**src/rtl/inv_skew_detect.sv**
```systemverilog
// Measures which tunable inverter (up/down) leads over a fixed window and
// pulses a one-cycle O_INVU/O_INVD step code; flags lock after repeated balance.
module inv_skew_detect #(
  parameter int WINDOW        = 64,
  parameter int CNT_W         = 7,
  parameter int DEADBAND      = 2,
  parameter int SETTLE_CYCLES = 8,
  parameter int LOCK_COUNT    = 4
) (
  input  logic CLK,
  input  logic RST,
  input  logic EN,
  input  logic INVU_OUT,
  input  logic INVD_OUT,
  output logic O_INVU,
  output logic O_INVD,
  output logic LOCKED,
  output logic BUSY
);

  localparam int TMAX = (WINDOW > SETTLE_CYCLES) ? WINDOW : SETTLE_CYCLES;
  localparam int TW   = $clog2(TMAX + 1);
  localparam int BW   = $clog2(LOCK_COUNT + 1);

  typedef enum logic [1:0] {IDLE, SETTLE, MEASURE, DECIDE} state_t;

  state_t           state, state_nxt;
  logic [1:0]       u_sync, d_sync;
  logic             su, sd;
  logic [TW-1:0]    tmr, tmr_nxt;
  logic [CNT_W-1:0] up_cnt, dn_cnt, up_nxt, dn_nxt;
  logic [BW-1:0]    bal, bal_nxt;
  logic             o_u_nxt, o_d_nxt, lock_nxt;
  logic [CNT_W:0]   up_ext, dn_ext, db;
  logic             up_lead, dn_lead;

  // Two-flop synchronizers for the free-running inverter outputs
  always_ff @(posedge CLK or posedge RST) begin
    if (RST) begin
      u_sync <= 2'b00;
      d_sync <= 2'b00;
    end else begin
      u_sync <= {u_sync[0], INVU_OUT};
      d_sync <= {d_sync[0], INVD_OUT};
    end
  end

  assign su = u_sync[1];
  assign sd = d_sync[1];

  // Widened by one bit so adding the deadband cannot wrap
  assign up_ext  = {1'b0, up_cnt};
  assign dn_ext  = {1'b0, dn_cnt};
  assign db      = (CNT_W + 1)'(DEADBAND);
  assign up_lead = up_ext > (dn_ext + db);
  assign dn_lead = dn_ext > (up_ext + db);

  always_ff @(posedge CLK or posedge RST) begin
    if (RST) begin
      state  <= IDLE;
      tmr    <= '0;
      up_cnt <= '0;
      dn_cnt <= '0;
      bal    <= '0;
      O_INVU <= 1'b0;
      O_INVD <= 1'b0;
      LOCKED <= 1'b0;
    end else begin
      state  <= state_nxt;
      tmr    <= tmr_nxt;
      up_cnt <= up_nxt;
      dn_cnt <= dn_nxt;
      bal    <= bal_nxt;
      O_INVU <= o_u_nxt;
      O_INVD <= o_d_nxt;
      LOCKED <= lock_nxt;
    end
  end

  always_comb begin
    state_nxt = state;
    tmr_nxt   = tmr;
    up_nxt    = up_cnt;
    dn_nxt    = dn_cnt;
    bal_nxt   = bal;
    o_u_nxt   = 1'b0;
    o_d_nxt   = 1'b0;
    lock_nxt  = LOCKED;
    if (!EN) begin
      state_nxt = IDLE;
      tmr_nxt   = '0;
      up_nxt    = '0;
      dn_nxt    = '0;
      bal_nxt   = '0;
      lock_nxt  = 1'b0;
    end else begin
      case (state)
        IDLE: begin
          state_nxt = SETTLE;
          tmr_nxt   = '0;
          up_nxt    = '0;
          dn_nxt    = '0;
        end
        SETTLE: begin
          if (tmr == TW'(SETTLE_CYCLES - 1)) begin
            state_nxt = MEASURE;
            tmr_nxt   = '0;
            up_nxt    = '0;
            dn_nxt    = '0;
          end else begin
            tmr_nxt = tmr + 1'b1;
          end
        end
        MEASURE: begin
          if (su && !sd)      up_nxt = up_cnt + 1'b1;
          else if (!su && sd) dn_nxt = dn_cnt + 1'b1;
          if (tmr == TW'(WINDOW - 1)) begin
            state_nxt = DECIDE;
            tmr_nxt   = '0;
          end else begin
            tmr_nxt = tmr + 1'b1;
          end
        end
        DECIDE: begin
          state_nxt = SETTLE;
          tmr_nxt   = '0;
          if (up_lead) begin
            o_u_nxt  = 1'b1;
            bal_nxt  = '0;
            lock_nxt = 1'b0;
          end else if (dn_lead) begin
            o_d_nxt  = 1'b1;
            bal_nxt  = '0;
            lock_nxt = 1'b0;
          end else begin
            if (bal != BW'(LOCK_COUNT)) bal_nxt = bal + 1'b1;
            lock_nxt = (bal_nxt == BW'(LOCK_COUNT));
          end
        end
        default: state_nxt = IDLE;
      endcase
    end
  end

  assign BUSY = (state != IDLE);

endmodule

```
**config.mk**
```make
export PLATFORM = sky130hd
export DESIGN_NAME = inv_skew_detect
export DESIGN_NICKNAME = d
export VERILOG_FILES = /design/src/rtl/inv_skew_detect.sv
export SDC_FILE = /design/constraint.sdc
export NUM_CORES = 1
export LEC_CHECK = 0
export CAP_MARGIN = 20
export CORE_UTILIZATION = 63
export CTS_BUF_LIST = sky130_fd_sc_hd__clkbuf_8 sky130_fd_sc_hd__clkbuf_16
export DETAILED_ROUTE_END_ITERATION = 16
export DONT_BUFFER_PORTS = 1
export PLACE_DENSITY = 0.75
export REMOVE_ABC_BUFFERS = 1
export SYNTH_ARGS = -nofsm -noshare
export SYNTH_HDL_FRONTEND = slang
export SYNTH_SLANG_ARGS = --single-unit
```
**constraint.sdc**
```tcl
create_clock -name CLK -period 2.5 [get_ports CLK]
set_clock_uncertainty 0.15 [all_clocks]
set_input_delay 0.375 -clock CLK [delete_from_list [all_inputs] [get_ports CLK]]
set_output_delay 0.375 -clock CLK [all_outputs]
set_load 0.02 [all_outputs]
```
==> summary.md <==
| Metric | Value |
|---|---|
| Outcome | finished with violations |
| Violated checks | hold timing |
| Largest net degree at the start of global routing | 22 |
| R2R setup slack | 130 ps |
| P_int | 884 uW |
| Die Wd | 60.0 um |
| FF-to-FF Start | up_cnt[1]$_DFFE_PP0P_ |
| Post-Syn Instances | 226 |
| Final hold violation count | 19 |
| Routed wire length | 4630 um |
| Clk_lat worst skew | 290 ps |
| Port bufs | 0 |
| Post-Syn Area | 2120 um2 |
| Pre-antenna DRT Iters | 4 |
| DRC viols | 0 |
| Largest area contributor in the netlist | dfrtp_1 |
| Pwr dens | 566 nW/um2 |
| Sw frac | 0.341 |
| Sw power | 456 uW |
| Required @ worst endpoint | 2560 ps |
| Filler cell count | 238 |
| Critical path arrival | 2430 ps |
| Leakage power | 1.03 nW |
| Final WS setup | 132 ps |
| Routability Congestion | 0.860 |
| Post-Layout Cell Count | 286 |
| Final instance area | 2370 um2 |
| Ys async rst share | 1.00 |
| P&R area growth vs syn | 11.7% |
| Synth Area in Compound Gates | 0.179 |
| WL per Instance | 16.2 um |
| Reg power frac | 0.434 |
| CTS H-tree depth | 2 |
| Util after Layout | 0.757 |
| Main combinational cell family by area after synthesis | simple AND/OR/NAND/NOR gates |
| Hold crit path type | primary input to asynchronous set/reset pin |
| Initial DRC Count | 111 |
| RSZ-0062 raised after global routing | false |
| Antenna cells | 0 |
| Max FO, Critical Path | 5 |
| Overall Power | 1.34 mW |
| Placed instance count | 276 |
| Final #Nets | 270 |
| Sequential Area | 828 um2 |
| Reg2reg end | LOCKED$_DFFE_PP0P_ |
| Reg2Reg Depth | 9 |
| Share of layout cells above drive strength 1 | 0.128 |
| Clk pwr share | 0.294 |
| Gr usage total | 0.299 |
| Netlist cell types | 37 |
| Yosys top cell area share | 0.389 |
| Clk root buf | clkbuf_8 |
| Yosys reg bits | 33 |
| Max Cap Viol | 0 |
| Die area | 3600 um2 |
| Most common cell in the netlist | dfrtp_1 |
| Post-DP HPWL | 3480 um |
| Routed Antenna Nets | 0 |
| Multiplexer share of the synthesized area | 0 |
| Setup_tns | 0 ps |
| Synth Area in XOR/XNOR | 0.0578 |
| Minimum clock period | 2370 ps |
| Register area share after synthesis | 0.389 |
| Most instantiated cells after synthesis | dfrtp_1 (33), ha_1 (24) |
| Final Max Slew Viols | 0 |
| Adder-cell share of the synthesized area | 0.142 |
| Row cnt | 20 |
| Number of synthesized flops with an enable pin | 0 |
| Placeable Area | 3130 um2 |
| Gr ovfl total | 0 |
| Multi-input logic area | 1240 um2 |
| Number of vias in the routed layout | 1,770 |
| CP endpoint kind | flip-flop |
| Vias in the first global route | 1,757 |
| Rel. slew slack | 0.452 |
| Post-DR vias/cell | 6.19 |
| I/O pins | 9 |
| Max Fclk | 422 MHz |
| Peak VDD IR | 0.000395 V |
| Setup WS pre-CTS | 37.4 ps |
| Clock sink count | 33 |
| Simple-gate portion of the synthesized area | 0.192 |
| Top FF cell, synth | dfrtp_1 |
| Worst Hold Margin | -19.7 ps |
| Syn. warnings | 0 |
| Worst setup SP type | flip-flop |
| Avg Cell Area, Syn | 9.38 um2 |
| Initial core utilization | 0.678 |
| Worst setup path category | flip-flop to flip-flop |
| Chip Height | 60.0 um |
| Final setup viols | 0 |
| Comb power frac | 0.272 |
| Ranking of synthesized cells by area | dfrtp_1 (39%), ha_1 (14%), a21oi_1 (4.2%), nand3_1 (4.2%), inv_1 (3.2%) |
| Antenna violations before repair | 0 |
| Clock slew at reported path FFs | 70 ps |
| Tcrit/Tclk final | 0.947 |
| CTS Buf Count | 5 |
| Worst-margin pin slew | 820 ps |
| First-pass GRT wire length | 7870 um |
| Worst-case clock buffer depth | 2 |
| Placed Area | 2230 um2 |
| CTS tree | built |
## power groups by stage
| stage | combinational [mW] | clock [mW] | sequential [mW] |
|---|---|---|---|
| floorplan | 0.246 | 0 | 0.584 |
| global placement | 0.330 | 0 | 0.587 |
| detailed placement | 0.347 | 0 | 0.591 |
| CTS | 0.352 | 0.400 | 0.581 |
| global route | 0.404 | 0.419 | 0.584 |
| finish | 0.365 | 0.393 | 0.582 |
## area by class of cell
| type | count | share of cell area |
|---|---|---|
| multi-input combinational | 171 | 0.522 |
| inverter | 18 | 0.0285 |
| timing repair buffer | 12 | 0.0401 |
| clock inverter | 3 | 0.00740 |
| sequential | 33 | 0.350 |
| tap | 44 | 0.0232 |
| clock buffer | 5 | 0.0291 |
## worst max path at each step
stage,end,slack [ps],from,cells after the start
after CTS,bal[1]$_DFFE_PP0P_,40,up_cnt[1]$_DFFE_PP0P_,9
after global placement,bal[1]$_DFFE_PP0P_,90,up_cnt[2]$_DFFE_PP0P_,9
after global routing,bal[2]$_DFFE_PP0P_,30,up_cnt[2]$_DFFE_PP0P_,9
after floorplan,up_cnt[5]$_DFFE_PP0P_,270,tmr[3]$_DFF_PP0_,5
final,LOCKED$_DFFE_PP0P_,130,up_cnt[1]$_DFFE_PP0P_,9
after detailed placement,bal[1]$_DFFE_PP0P_,40,up_cnt[1]$_DFFE_PP0P_,9
## registers in the layout, summed over array words and instances (netlist names)
register	count
up_cnt	7
O_INVU	1
LOCKED	1
O_INVD	1
state	2
bal	3
d_sync	2
tmr	7
dn_cnt	7
u_sync	2
## worst max-delay path, stage by stage (launching register included)
cell       delay (ps)
dfrtp_2           430
ha_2              230
nand3_1           140
xor2_1            180
ha_1              300
a21o_1            180
a21oi_1           180
and3_1            250
o2bb2ai_2         100
o21ai_0           150
## kinds of logic (layout without fill, tap and decap cells)
group,after synthesis,in the layout
and+or+nand+nor,78,78
xor gates and xnor gates,14,14
adders and majority gates,24,24
buffers and inverters,22,38
DFF,33,33
AOI/OAI and AO/OA,55,55
## layer usage
| metal | up-vias | routed length (um) | global-route usage |
|---|---|---|---|
| li1 | 861 | - | - |
| met1 | 857 | 2020 | 0.373 |
| met2 | 43 | 2380 | 0.510 |
| met3 | 9 | 149 | 0.0563 |
| met4 | 0 | 86 | 0.120 |
| met5 | - | 0 | 0 |
## layout by cell type, fill, tap and decap left out, types with 7 or more instances in the layout
cell	count
a21oi_1	18
buf_4	10
dfrtp_1	31
ha_1	23
inv_1	18
nand2_1	18
nand3_1	18
nor2_1	12
o21ai_0	10
xnor2_1	7
xor2_1	7
## repair_timing
item                                    in CTS  in global routing
endpoints found under the setup margin       0                  7
hold endpoints to repair                     2                  0
resized for setup                            0                  6
hold buffers                                 2                  0
setup buffers                                0                  0
No activity file was read; power rests on OpenSTA's default activity.
